$ cat config.mk
export PLATFORM = sky130hd
export DESIGN_NAME = sample_deserializer_flat
export DESIGN_NICKNAME = d
export VERILOG_FILES = /design/src/rtl/sample_deser_pkg.sv /design/src/rtl/sample_deserializer_if.sv /design/src/rtl/sample_deser_ctrl.sv /design/src/rtl/sample_deserializer.sv /design/src/flat_wrapper.sv
export SDC_FILE = /design/constraint.sdc
export NUM_CORES = 1
export LEC_CHECK = 0
export ABC_AREA = 1
export CORE_MARGIN = 1.5
export CORE_UTILIZATION = 43
export CTS_CLUSTER_SIZE = 24
export DETAILED_ROUTE_END_ITERATION = 8
export GPL_ROUTABILITY_DRIVEN = 0
export PLACE_DENSITY = 0.76
export SLEW_MARGIN = 20
export SYNTH_ARGS = -nofsm -noshare
export SYNTH_HDL_FRONTEND = slang
export SYNTH_SLANG_ARGS = --single-unit
$ cat constraint.sdc
create_clock -name clk -period 8.6 [get_ports clk]
set_input_delay 1.72 -clock clk [delete_from_list [all_inputs] [get_ports clk]]
set_output_delay 1.72 -clock clk [all_outputs]
set_load 0.01 [all_outputs]
$ cat src/rtl/sample_deser_pkg.sv
// Shared types and helpers for the sample deserializer.
// Imported by the control FSM and the top-level bank.
package sample_deser_pkg;

    typedef enum logic {
        COLLECT = 1'b0,
        FULL    = 1'b1
    } state_e;

    function automatic int idx_width(input int n);
        return (n <= 1) ? 1 : $clog2(n);
    endfunction

endpackage

$ cat src/rtl/sample_deserializer_if.sv
// Sample-in / frame-out val/rdy bundle for the deserializer.
// slave is the deserializer view, master the environment view.
interface sample_deserializer_if #(
    parameter int BIT_WIDTH = 32,
    parameter int N_SAMPLES = 8
);
    logic [BIT_WIDTH-1:0]           recv_msg;
    logic                           recv_val;
    logic                           recv_rdy;
    logic [BIT_WIDTH*N_SAMPLES-1:0] send_msg;
    logic                           send_val;
    logic                           send_rdy;

    modport slave (
        input  recv_msg,
        input  recv_val,
        output recv_rdy,
        output send_msg,
        output send_val,
        input  send_rdy
    );

    modport master (
        output recv_msg,
        output recv_val,
        input  recv_rdy,
        input  send_msg,
        input  send_val,
        output send_rdy
    );
endinterface

$ cat src/rtl/sample_deser_ctrl.sv
// COLLECT/FULL control and sample index for the deserializer.
// Emits the bank write strobe and index; send_val is registered.
module sample_deser_ctrl
    import sample_deser_pkg::*;
#(
    parameter  int N_SAMPLES = 8,
    localparam int IW        = idx_width(N_SAMPLES)
) (
    input  logic          clk,
    input  logic          reset,
    input  logic          recv_val,
    input  logic          send_rdy,
    output logic          recv_rdy,
    output logic          send_val,
    output logic          wr_en,
    output logic [IW-1:0] wr_idx
);

    localparam logic [IW-1:0] LAST = IW'(N_SAMPLES - 1);
    localparam logic [IW-1:0] ONE  = (N_SAMPLES > 1) ? IW'(1) : '0;

    state_e        state;
    logic [IW-1:0] idx;
    logic          recv_fire;
    logic          send_fire;

    // In FULL, a sample may only enter on the cycle the frame leaves.
    assign recv_rdy  = (state == COLLECT) | send_rdy;
    assign recv_fire = recv_val & recv_rdy;
    assign send_fire = send_val & send_rdy;
    assign wr_en     = recv_fire;
    assign wr_idx    = idx;

    always_ff @(posedge clk or posedge reset) begin
        if (reset) begin
            state    <= COLLECT;
            idx      <= '0;
            send_val <= 1'b0;
        end else begin
            unique case (state)
                COLLECT: begin
                    if (recv_fire) begin
                        if (idx == LAST) begin
                            idx      <= '0;
                            state    <= FULL;
                            send_val <= 1'b1;
                        end else begin
                            idx <= idx + 1'b1;
                        end
                    end
                end
                FULL: begin
                    // Single-sample frames chain straight back into FULL.
                    if (send_fire && !(recv_fire && N_SAMPLES == 1)) begin
                        state    <= COLLECT;
                        send_val <= 1'b0;
                        idx      <= recv_fire ? ONE : '0;
                    end
                end
                default: begin
                    state    <= COLLECT;
                    idx      <= '0;
                    send_val <= 1'b0;
                end
            endcase
        end
    end

endmodule

$ cat src/rtl/sample_deserializer.sv
// Assembles N_SAMPLES val/rdy samples into one flattened frame.
// Sample i of the frame lands at send_msg[BIT_WIDTH*i +: BIT_WIDTH].
module sample_deserializer
    import sample_deser_pkg::*;
#(
    parameter int BIT_WIDTH = 32,
    parameter int N_SAMPLES = 8
) (
    input logic                  clk,
    input logic                  reset,
    sample_deserializer_if.slave bus
);

    localparam int IW = idx_width(N_SAMPLES);

    logic [BIT_WIDTH-1:0] bank [N_SAMPLES];
    logic                 wr_en;
    logic [IW-1:0]        wr_idx;
    logic                 recv_rdy;
    logic                 send_val;

    sample_deser_ctrl #(
        .N_SAMPLES (N_SAMPLES)
    ) u_ctrl (
        .clk      (clk),
        .reset    (reset),
        .recv_val (bus.recv_val),
        .send_rdy (bus.send_rdy),
        .recv_rdy (recv_rdy),
        .send_val (send_val),
        .wr_en    (wr_en),
        .wr_idx   (wr_idx)
    );

    assign bus.recv_rdy = recv_rdy;
    assign bus.send_val = send_val;

    always_ff @(posedge clk or posedge reset) begin
        if (reset) begin
            for (int i = 0; i < N_SAMPLES; i++) begin
                bank[i] <= '0;
            end
        end else if (wr_en) begin
            bank[wr_idx] <= bus.recv_msg;
        end
    end

    // The bank is the output; downstream ignores it while send_val is low.
    for (genvar i = 0; i < N_SAMPLES; i++) begin : g_flat
        assign bus.send_msg[i*BIT_WIDTH +: BIT_WIDTH] = bank[i];
    end

endmodule
$ cat src/flat_wrapper.sv
// flat-port wrapper written by rule: the top's interface ports become plain ports
module sample_deserializer_flat import sample_deser_pkg::*;
#(
    parameter int BIT_WIDTH = 32,
    parameter int N_SAMPLES = 8
)
  (clk, reset, bus_recv_msg, bus_recv_val, bus_recv_rdy, bus_send_msg, bus_send_val, bus_send_rdy);
  sample_deserializer_if #(.BIT_WIDTH(BIT_WIDTH), .N_SAMPLES(N_SAMPLES)) bus_i ();
  input logic clk;
  input logic reset;
  input wire logic [$bits(bus_i.recv_msg)-1:0] bus_recv_msg;
  input wire logic [$bits(bus_i.recv_val)-1:0] bus_recv_val;
  output wire logic [$bits(bus_i.recv_rdy)-1:0] bus_recv_rdy;
  output wire logic [$bits(bus_i.send_msg)-1:0] bus_send_msg;
  output wire logic [$bits(bus_i.send_val)-1:0] bus_send_val;
  input wire logic [$bits(bus_i.send_rdy)-1:0] bus_send_rdy;
  assign bus_i.recv_msg = bus_recv_msg;
  assign bus_i.recv_val = bus_recv_val;
  assign bus_recv_rdy = bus_i.recv_rdy;
  assign bus_send_msg = bus_i.send_msg;
  assign bus_send_val = bus_i.send_val;
  assign bus_i.send_rdy = bus_send_rdy;
  sample_deserializer #(.BIT_WIDTH(BIT_WIDTH), .N_SAMPLES(N_SAMPLES)) u_core (.clk(clk), .reset(reset), .bus(bus_i));
endmodule
==> metrics, run 1 <==
combinational fraction of design power 0.416; CP Class input pin to output pin; crit path time final ~4.7 ns; detailed placement HPWL 21000 um; Lkg Pwr roughly 0.0072 uW; max-slew violations 0; final design area excluding fillers roughly 14000 um2; filler instances between 2000 and 2500; unrepaired setup endpoints after global routing no; Worst Max-Slew Pin Slew around 0.97 ns; Mean Syn Cell Area around 8.7 um2; Clk network pwr share 0.213; TNS Setup 0 ns; Port Buffer Count 293; Die H between 150 and 200 um; largest net degree at the start of global routing around 150; syn nets between 1000 and 1500; Post-route DRC 0; Final Util 0.605; sequential share of power 0.371; die width ~160 um; Hold Path Sink u_core.bus.send_msg[147]; worst flop-to-flop path endpoint u_core.bus.send_msg[179]; cells after synthesis ~1200; FP Rows 56; clk sink count ~260; Setup WS post-layout just under 4 ns; # IOs approximately 290; Initial Util 0.439; Top cell by count, worst path clkdlybuf4s50_1; Fin. Hold Viols 0; vias in the first global route approximately 8600; DR vias/cell around 5; VDD IR max roughly 0.21 mV; slew margin rel. 0.352; DRT iter0 DRCs approximately 650; Clk Latency, worst-skew pair 0.53 ns; Post-CTS Setup Bufs 0; Worst Path Max Fanout 3; clock slew at reported path FFs roughly 0.06 ns; Core Region 23500 um2; CTS tree yes; P_sw roughly 2000 uW; worst reg-to-reg path cell count 6; Post-DP Area approximately 13000 um2; Top Family by Delay on Critical Path buffers and inverters; Seq/Total Area, Yosys 0.632; Post-Place Setup Slack around 3.9 ns; Critical Path Sink Type output pin; top cells by area, synth dfrtp_1 63%, nand2_1 24%, nand3_1 6.5%; Internal Pwr Total 3730 uW; Critical Path Source Type input pin; CTS root buf clkbuf_16; Synth area leader dfrtp_1; clk_skew slightly above 0.009 ns; Yosys reg bits roughly 260; Inserted Clock Buffers 27; layout cell share with drive strength beyond 1 0.0467; cell area power density approximately 400 nW/um2; hold_sp u_core.bus.send_msg[147]; initial antenna violation count 0; Worst EP arrival 2.96 ns; WP buf/inv 3; Power Total between 5000 and 6000 uW; final WL about 33000 um; PostCTS Resize Cnt 0; switching part of the total 0.352; slowest stage cell, crit path clkdlybuf4s50_1; Die ar. approximately 25000 um2; Netlist cell types 16; R2R Setup Slk roughly 6.0 ns; WHS Path Cells 2; total track usage 0.260; Synth top area share 0.632; H-tree levels 1; Final setup viols 0; cell-by-cell trace of the critical path clkdlybuf4s50_1, inv_1, nand2_1, clkdlybuf4s50_1; max_cap viols 0; # diodes 0; Clock Path Buffers 3; fin crit share 0.544; TritonRoute pass-1 iters 7; hold crit path type register to register; most frequent cells in the layout 658 x nand2_1, 293 x clkdlybuf4s50_1, 261 x dfrtp_1, 135 x nand3_1, 27 x clkbuf_16; commonest non-fill, non-tap cell in the layout nand2_1; CP peak stage delay ~0.54 ns; RR Startpoint u_core.u_ctrl.state; global-route wire length before repair roughly 50000 um; Req. time, crit path 6.88 ns; Area Growth Syn to Fin 38.0%; run status completed; total grt overflow 0; Hold Buf Count CTS 0; layout net count 1454; DR WL/cell roughly 19 um; Cell Area, Synth 10300 um2; f_max roughly 210 MHz; vias 8780; Final ANT Viol Nets 0; synth warn 0
## how the worst max path moves through the flow
stage	from	endpoint	slack [ns]	cells past startpoint
CTS	bus_send_rdy	bus_recv_rdy	3.92	4
global placement	bus_send_rdy	bus_recv_rdy	3.96	4
global route	bus_send_rdy	bus_recv_rdy	3.87	4
finish	bus_send_rdy	bus_recv_rdy	3.92	4
floorplan	reset	u_core.bus.send_msg[0]	3.44	1
detailed placement	bus_send_rdy	bus_recv_rdy	3.93	4
## Yosys cell counts, drive strengths merged
library cell,number
buf,63
o21ai,2
clkbuf,33
nand3,135
nand4,1
dfrtp,261
ha,2
nand2,662
a21boi,1
a22oi,1
inv,12
nor2,8
## sequential cells by signal, summed over array words and instances, names as in the netlist
name                    count
u_core.bus.send_msg       256
u_core.u_ctrl.wr_idx        3
u_core.u_ctrl.state         1
u_core.u_ctrl.send_val      1
## power groups by stage
stage | Combinational [uW] | Clock [uW] | Sequential [uW]
floorplan | 738 | 0 | 2360
global placement | 2350 | 0 | 2120
detailed placement | 2410 | 0 | 2140
CTS | 2420 | 1240 | 2130
global route | 2610 | 1290 | 2200
finish | 2400 | 1230 | 2140
## area by class of cell
cell class                      instances  area (um2)  area share
Clock inverter                          9         148      0.0104
Clock buffer                           40         774      0.0543
Inverter                               12        48.8     0.00342
Multi-Input combinational cell        812        3330       0.233
Sequential cell                       261        6530       0.458
Timing Repair Buffer                  302        3030       0.212
Tap cell                              319         399      0.0280
## metrics by stage
| stage | cells | hold WS, ns |
|---|---|---|
| finish | 1755 | 0.469 |
| global route | 1755 | 0.484 |
| CTS | 1754 | 0.473 |
| detailed placement | 1705 | 0.457 |
| global placement | 1705 | 0.453 |
| floorplan | 1181 | 0.509 |
## tightest hold or removal path, delay by kind of cell (launching register included)
family,cells,cell delay (ns)
flip-flops,1,0.34
AND/OR/NAND/NOR,2,0.10
## cells by family (layout without fill, tap and decap cells)
kind of cell / Yosys count / in the layout / synth area share
AO/OA/AOI/OAI: 4 / 4 / 0.00242
buffers and inverters: 108 / 363 / 0.0536
adder cells (fa/ha/maj): 2 / 2 / 0.00242
flip-flops: 261 / 261 / 0.632
AND/OR/NAND/NOR: 806 / 806 / 0.309
## metal layers
metal / vias to the layer above / GRT usage / wire length, um
met5: - / 0 / 0
met4: 0 / 0.0846 / 940
met3: 65 / 0.0597 / 2620
met2: 343 / 0.424 / 15500
met1: 4271 / 0.344 / 13600
li1: 4101 / - / -
No activity file was read; power rests on OpenSTA's default activity.
==> run 2: changes to the inputs <==
--- a/config.mk
+++ b/config.mk
@@ -7,11 +7,11 @@
 export LEC_CHECK = 0
 export ABC_AREA = 1
 export CORE_MARGIN = 1.5
-export CORE_UTILIZATION = 43
+export CORE_UTILIZATION = 48
 export CTS_CLUSTER_SIZE = 24
 export DETAILED_ROUTE_END_ITERATION = 8
 export GPL_ROUTABILITY_DRIVEN = 0
-export PLACE_DENSITY = 0.76
+export PLACE_DENSITY = 0.8
 export SLEW_MARGIN = 20
 export SYNTH_ARGS = -nofsm -noshare
 export SYNTH_HDL_FRONTEND = slang
==> constraint.sdc (replaced) <==
create_clock -name clk -period 4.8 [get_ports clk]
set_input_delay 0.96 -clock clk [delete_from_list [all_inputs] [get_ports clk]]
set_output_delay 0.96 -clock clk [all_outputs]
set_load 0.01 [all_outputs]
==> run 2 against run 1 <==
Effect of this change:
- hold slack lost 0.0011 ns
- flip-flop and latch count is the same
- first-iteration DRC count shrank 7.3%
- wire length shrank 1.2%
- clock skew grew 0.0055 ns
- largest cell class unchanged
==> metrics, run 2 (same netlist as run 1, synthesis figures left out) <==
run status completed (unchanged); Clk Latency, worst-skew pair 0.54 ns (was 0.53 ns); P_sw 3640 uW (was 2030 uW); clk_skew 0.0147 ns (was 0.00929 ns); Lkg Pwr 0.00720 uW (was 0.00719 uW); Clk network pwr share 0.206 (was 0.213); hold crit path type register to register (unchanged); total grt overflow 0 (unchanged); TritonRoute pass-1 iters 5 (was 7); final design area excluding fillers 14200 um2 (was 14300 um2); Post-CTS Setup Bufs 0 (unchanged); Largest register FFs 256 (unchanged); Die H 150 um (was 158 um); switching part of the total 0.354 (was 0.352); Inserted Clock Buffers 27 (unchanged); detailed placement HPWL 21200 um (was 21000 um); FP Rows 53 (was 56); unrepaired setup endpoints after global routing no (unchanged); DRT iter0 DRCs 601 (was 648); slew margin rel. 0.351 (was 0.352); Post-route DRC 0 (unchanged); global-route wire length before repair 49500 um (was 49800 um); CTS root buf clkbuf_16 (unchanged); cell area power density 723 nW/um2 (was 404 nW/um2); combinational fraction of design power 0.420 (was 0.416); H-tree levels 1 (unchanged); Core Region 21100 um2 (was 23500 um2); die width 150 um (was 158 um); Fin. Hold Viols 0 (unchanged); Worst Path Max Fanout 3 (unchanged); total track usage 0.289 (was 0.260); Critical Path Source Type input pin (unchanged); Worst Max-Slew Pin Slew 0.972 ns (was 0.969 ns); DR WL/cell 18.8 um (was 18.6 um); Port Buffer Count 293 (unchanged); Clock Path Buffers 3 (unchanged); clock slew at reported path FFs 0.06 ns (about the same); filler instances 1707 (was 2023); commonest non-fill, non-tap cell in the layout nand2_1 (unchanged); WHS Path Cells 2 (unchanged); DR vias/cell 5.24 (was 5.00); CTS tree yes (unchanged); fin cells 1715 (was 1755); Critical Path Sink Type output pin (unchanged); hold_sp u_core.bus.send_msg[0] (was u_core.bus.send_msg[147]); Req. time, crit path 3.84 ns (was 6.88 ns); initial antenna violation count 0 (unchanged); Hold Path Sink u_core.bus.send_msg[0] (was u_core.bus.send_msg[147]); f_max 318 MHz; Setup WS post-layout 1.66 ns (was 3.92 ns); clk sink count 261 (unchanged); dpl cells 1667 (was 1705); R2R Setup Slk 2.03 ns (was 6.00 ns); Hold Buf Count CTS 0 (unchanged); Final ANT Viol Nets 0 (unchanged); crit path time final between 3 and 4 ns; Internal Pwr Total 6630 uW (was 3730 uW); most frequent cells in the layout 661 x nand2_1, 293 x clkdlybuf4s50_1, 261 x dfrtp_1, 135 x nand3_1, 27 x clkbuf_16 (was 658 x nand2_1, 293 x clkdlybuf4s50_1, 261 x dfrtp_1, 135 x nand3_1, 27 x clkbuf_16); layout cell share with drive strength beyond 1 0.0493 (was 0.0467); layout net count 1459 (was 1454); worst reg-to-reg path cell count 7 (was 6); Final setup viols 0 (unchanged); # IOs 294 (unchanged); Post-DP Area 13300 um2 (about the same); CP Class input pin to output pin (unchanged); Initial Util 0.490 (was 0.439); VDD IR max 0.398 mV (was 0.209 mV); RR Startpoint u_core.u_ctrl.wr_idx[1] (was u_core.u_ctrl.state); Die ar. 22400 um2 (was 25000 um2); TNS Setup 0 ns (unchanged); # diodes 0 (unchanged); PostCTS Resize Cnt 0 (unchanged); max-slew violations 0 (unchanged); fin crit share 0.655; Post-Place Setup Slack 1.51 ns (was 3.93 ns); worst flop-to-flop path endpoint u_core.bus.send_msg[8] (was u_core.bus.send_msg[179]); Area Growth Syn to Fin 37.5% (was 38.0%); vias in the first global route 8670 (was 8613); largest net degree at the start of global routing 124 (was 147); vias 8984 (was 8780); sequential share of power 0.374 (was 0.371); final WL 32200 um (was 32600 um); Worst EP arrival 2.18 ns (was 2.96 ns); max_cap viols 0 (unchanged)
## run 2: cell types whose count changed in the layout (fill, tap and decap cells not counted), sizes merged
cell,change
clkinvlp,+1
buf,+5
bufinv,-2
## run 2: worst max path at each step
stage	startpoint	end	slack, ns	depth (start not counted)
6_report	bus_send_rdy	bus_recv_rdy	1.66	4
5_1_grt	bus_send_rdy	bus_recv_rdy	1.60	4
4_1_cts	bus_send_rdy	bus_recv_rdy	1.66	4
3_5_place_dp	bus_recv_val	u_core.bus.send_msg[8]	1.51	7
3_3_place_gp	bus_recv_val	u_core.bus.send_msg[3]	1.59	7
2_1_floorplan	reset	u_core.bus.send_msg[0]	0.40	1
## run 2: critical path: stages
cell and delay (ns):
clkdlybuf4s50_1 0.50, inv_1 0.09, nand2_1 0.09, clkdlybuf4s50_1 0.55
## run 2: stage by stage
stage	util	total power, uW	hold slack [ns]
after floorplan	-	5550	0.509
after global placement	0.631	8040	0.452
after detailed placement	0.631	8160	0.457
after CTS	0.673	10300	0.472
after global routing	0.673	10900	0.487
final	0.673	10300	0.468
## run 2: routing by layer
metal / share of wire / global-route usage / routed length (um) / up-vias
met3: 0.090 / 0.0671 / 2900 / 84
met4: 0.044 / 0.139 / 1430 / 0
met5: 0 / 0 / 0 / -
met1: 0.40 / 0.378 / 12900 / 4367
li1: - / - / - / 4115
met2: 0.47 / 0.456 / 15000 / 418
## run 2: final cells by class
type | count | area [um2] | share of cell area
flip-flops and latches | 261 | 6530 | 0.460
multi-input cells | 812 | 3320 | 0.233
repair buffers | 307 | 3060 | 0.216
clock buffers | 40 | 805 | 0.0566
well taps | 275 | 344 | 0.0242
clock inverters | 8 | 95.1 | 0.00670
inverters | 12 | 48.8 | 0.00344
## run 2: power by group through the flow
stage	sequential, uW	clock (uW)	combinational, uW
CTS	3830	2140	4350
floorplan	4230	0	1320
detailed placement	3840	0	4330
finish	3840	2120	4310
global placement	3820	0	4220
global route	3940	2230	4680
==> run 3: changes to the inputs <==
==> constraint.sdc (replaced) <==
create_clock -name clk -period 2.9 [get_ports clk]
set_input_delay 0.58 -clock clk [delete_from_list [all_inputs] [get_ports clk]]
set_output_delay 0.58 -clock clk [all_outputs]
set_load 0.01 [all_outputs]
==> run 3 against run 2 <==
Effect of this change:
- cell count up 1.2%
- sequential share of layout area is 0.63 points lower
- power grew 67%
- hold slack got worse by 0.027 ns
==> metrics, run 3 (same netlist as run 1, synthesis figures left out) <==
layout cell share with drive strength beyond 1 0.0596 (was 0.0493); Clk Latency, worst-skew pair 0.55 ns (was 0.54 ns); DR WL/cell 18.7 um (was 18.8 um); fin crit share 0.812; CP peak stage delay 0.54 ns (was 0.55 ns); total grt overflow 0 (unchanged); crit path time final between 2 and 2.5 ns; TritonRoute pass-1 iters 6 (was 5); RR Startpoint u_core.u_ctrl.wr_idx[0] (was u_core.u_ctrl.wr_idx[1]); worst flop-to-flop path endpoint u_core.bus.send_msg[240] (was u_core.bus.send_msg[8]); largest net degree at the start of global routing 80 (was 124); Top Family by Delay on Critical Path buffers and inverters (unchanged); Post-Place Setup Slack 0.530 ns (was 1.51 ns); Core Region 21100 um2 (unchanged); clk sink count 261 (unchanged); CTS tree yes (unchanged); CTS root buf clkbuf_16 (unchanged); layout net count 1478 (was 1459); # diodes 0 (unchanged); crit path capture bus_recv_rdy (unchanged); Largest register FFs 256 (unchanged); cell area power density 1190 nW/um2 (was 723 nW/um2); Fin. Hold Viols 0 (unchanged); Initial Util 0.490 (unchanged); hold crit path type input pin to asynchronous set/reset pin (was register to register); vias in the first global route 8920 (was 8670); Critical Path Source Type input pin (unchanged); Inserted Clock Buffers 27 (unchanged); Worst Setup SP bus_send_rdy (unchanged); max_cap viols 0 (unchanged); detailed placement HPWL 21800 um (was 21200 um); Post-route DRC 0 (unchanged); vias 9022 (was 8984); # IOs 294 (unchanged); Clock Path Buffers 3 (unchanged); Crit. path cell count 4 (unchanged); run status completed (unchanged); TNS Setup 0 ns (unchanged); WP buf/inv 3 (unchanged); Top cell by count, worst path clkdlybuf4s50_1 (unchanged); Final setup viols 0 (unchanged); H-tree levels 1 (unchanged); Die ar. 22400 um2 (unchanged); Setup WS post-layout 0.547 ns (was 1.66 ns); global-route wire length before repair 50200 um (was 49500 um); Post-CTS Setup Bufs 0 (unchanged); Die H 150 um (unchanged); cell-by-cell trace of the critical path clkdlybuf4s50_1, inv_1, nand2_1, clkdlybuf4s50_1 (unchanged); Lkg Pwr 0.00731 uW (was 0.00720 uW); clock slew at reported path FFs 0.06 ns (about the same); commonest non-fill, non-tap cell in the layout nand2_1 (unchanged); dpl cells 1686 (was 1667); initial antenna violation count 0 (unchanged); Area Growth Syn to Fin 39.4% (was 37.5%); worst reg-to-reg path cell count 5 (was 7); Critical Path Sink Type output pin (unchanged); VDD IR max 0.635 mV (was 0.398 mV); Worst Path Max Fanout 3 (unchanged); Final ANT Viol Nets 0 (unchanged); Worst Max-Slew Pin Slew 0.537 ns (was 0.972 ns); f_max 425 MHz; FP Rows 53 (unchanged); total track usage 0.293 (was 0.289); Power Total 17100 uW (was 10300 uW); clk_skew 0.0264 ns (was 0.0147 ns); final WL 32500 um (was 32200 um); most frequent cells in the layout 662 x nand2_1, 293 x clkdlybuf4s50_1, 261 x dfrtp_1, 135 x nand3_1, 27 x clkbuf_16 (was 661 x nand2_1, 293 x clkdlybuf4s50_1, 261 x dfrtp_1, 135 x nand3_1, 27 x clkbuf_16); Req. time, crit path 2.32 ns (was 3.84 ns); unrepaired setup endpoints after global routing no (unchanged); Hold Buf Count CTS 0 (unchanged); CP Class input pin to output pin (unchanged); R2R Setup Slk 1.09 ns (was 2.03 ns); Worst EP arrival 1.77 ns (was 2.18 ns); die width 150 um (unchanged); fin cells 1735 (was 1715); slew margin rel. 0.641 (was 0.351); DRT iter0 DRCs 717 (was 601); max-slew violations 0 (unchanged); slowest stage cell, crit path clkdlybuf4s50_1 (unchanged); DR vias/cell 5.20 (was 5.24); Port Buffer Count 293 (unchanged); PostCTS Resize Cnt 0 (unchanged)
-- run 3: cell types whose count changed in the layout (fill, tap and decap cells not counted), moves of 2 or more --
cell / delta
buf_4: +14
clkbuf_8: -4
buf_12: +5
clkbuf_1: +3
inv_6: +2
clkinvlp_4: -2
-- run 3: report_power, final --
group | switching, uW | internal, uW
Combinational | 3600 | 3660
Sequential | 1040 | 5320
Clock | 1450 | 2090
Total | 6090 | 11100
-- run 3: layout make-up --
class	count	area, um2
Clock buffer	39	761
Clock inverter	10	133
Fill cell	1642	6690
Inverter	12	48.8
Multi-Input combinational cell	812	3310
Sequential cell	261	6530
Tap cell	275	344
Timing Repair Buffer	326	3270
-- run 3: per-layer routing --
layer	global-route usage	routed length, um	part of all wire	vias up
li1	-	-	-	4147
met1	0.382	12500	0.39	4355
met2	0.475	15500	0.48	445
met3	0.0689	3260	0.10	75
met4	0.117	1190	0.037	0
met5	0	0	0	-
-- run 3: per-stage QoR --
stage / util / area (um2) / hold slack [ns]
2_1_floorplan: - / 10300 / 0.509
6_report: 0.683 / 14400 / 0.441
4_1_cts: 0.683 / 14400 / 0.440
3_5_place_dp: 0.640 / 13500 / 0.457
5_1_grt: 0.683 / 14400 / 0.467
3_3_place_gp: 0.640 / 13500 / 0.452
-- run 3: worst min path at each step --
stage	from	endpoint
after floorplan	u_core.bus.send_msg[0]	u_core.bus.send_msg[0]
after global placement	u_core.bus.send_msg[142]	u_core.bus.send_msg[142]
after detailed placement	u_core.bus.send_msg[93]	u_core.bus.send_msg[93]
after CTS	reset	u_core.bus.send_msg[55]
after global routing	reset	u_core.bus.send_msg[55]
final	reset	u_core.bus.send_msg[55]
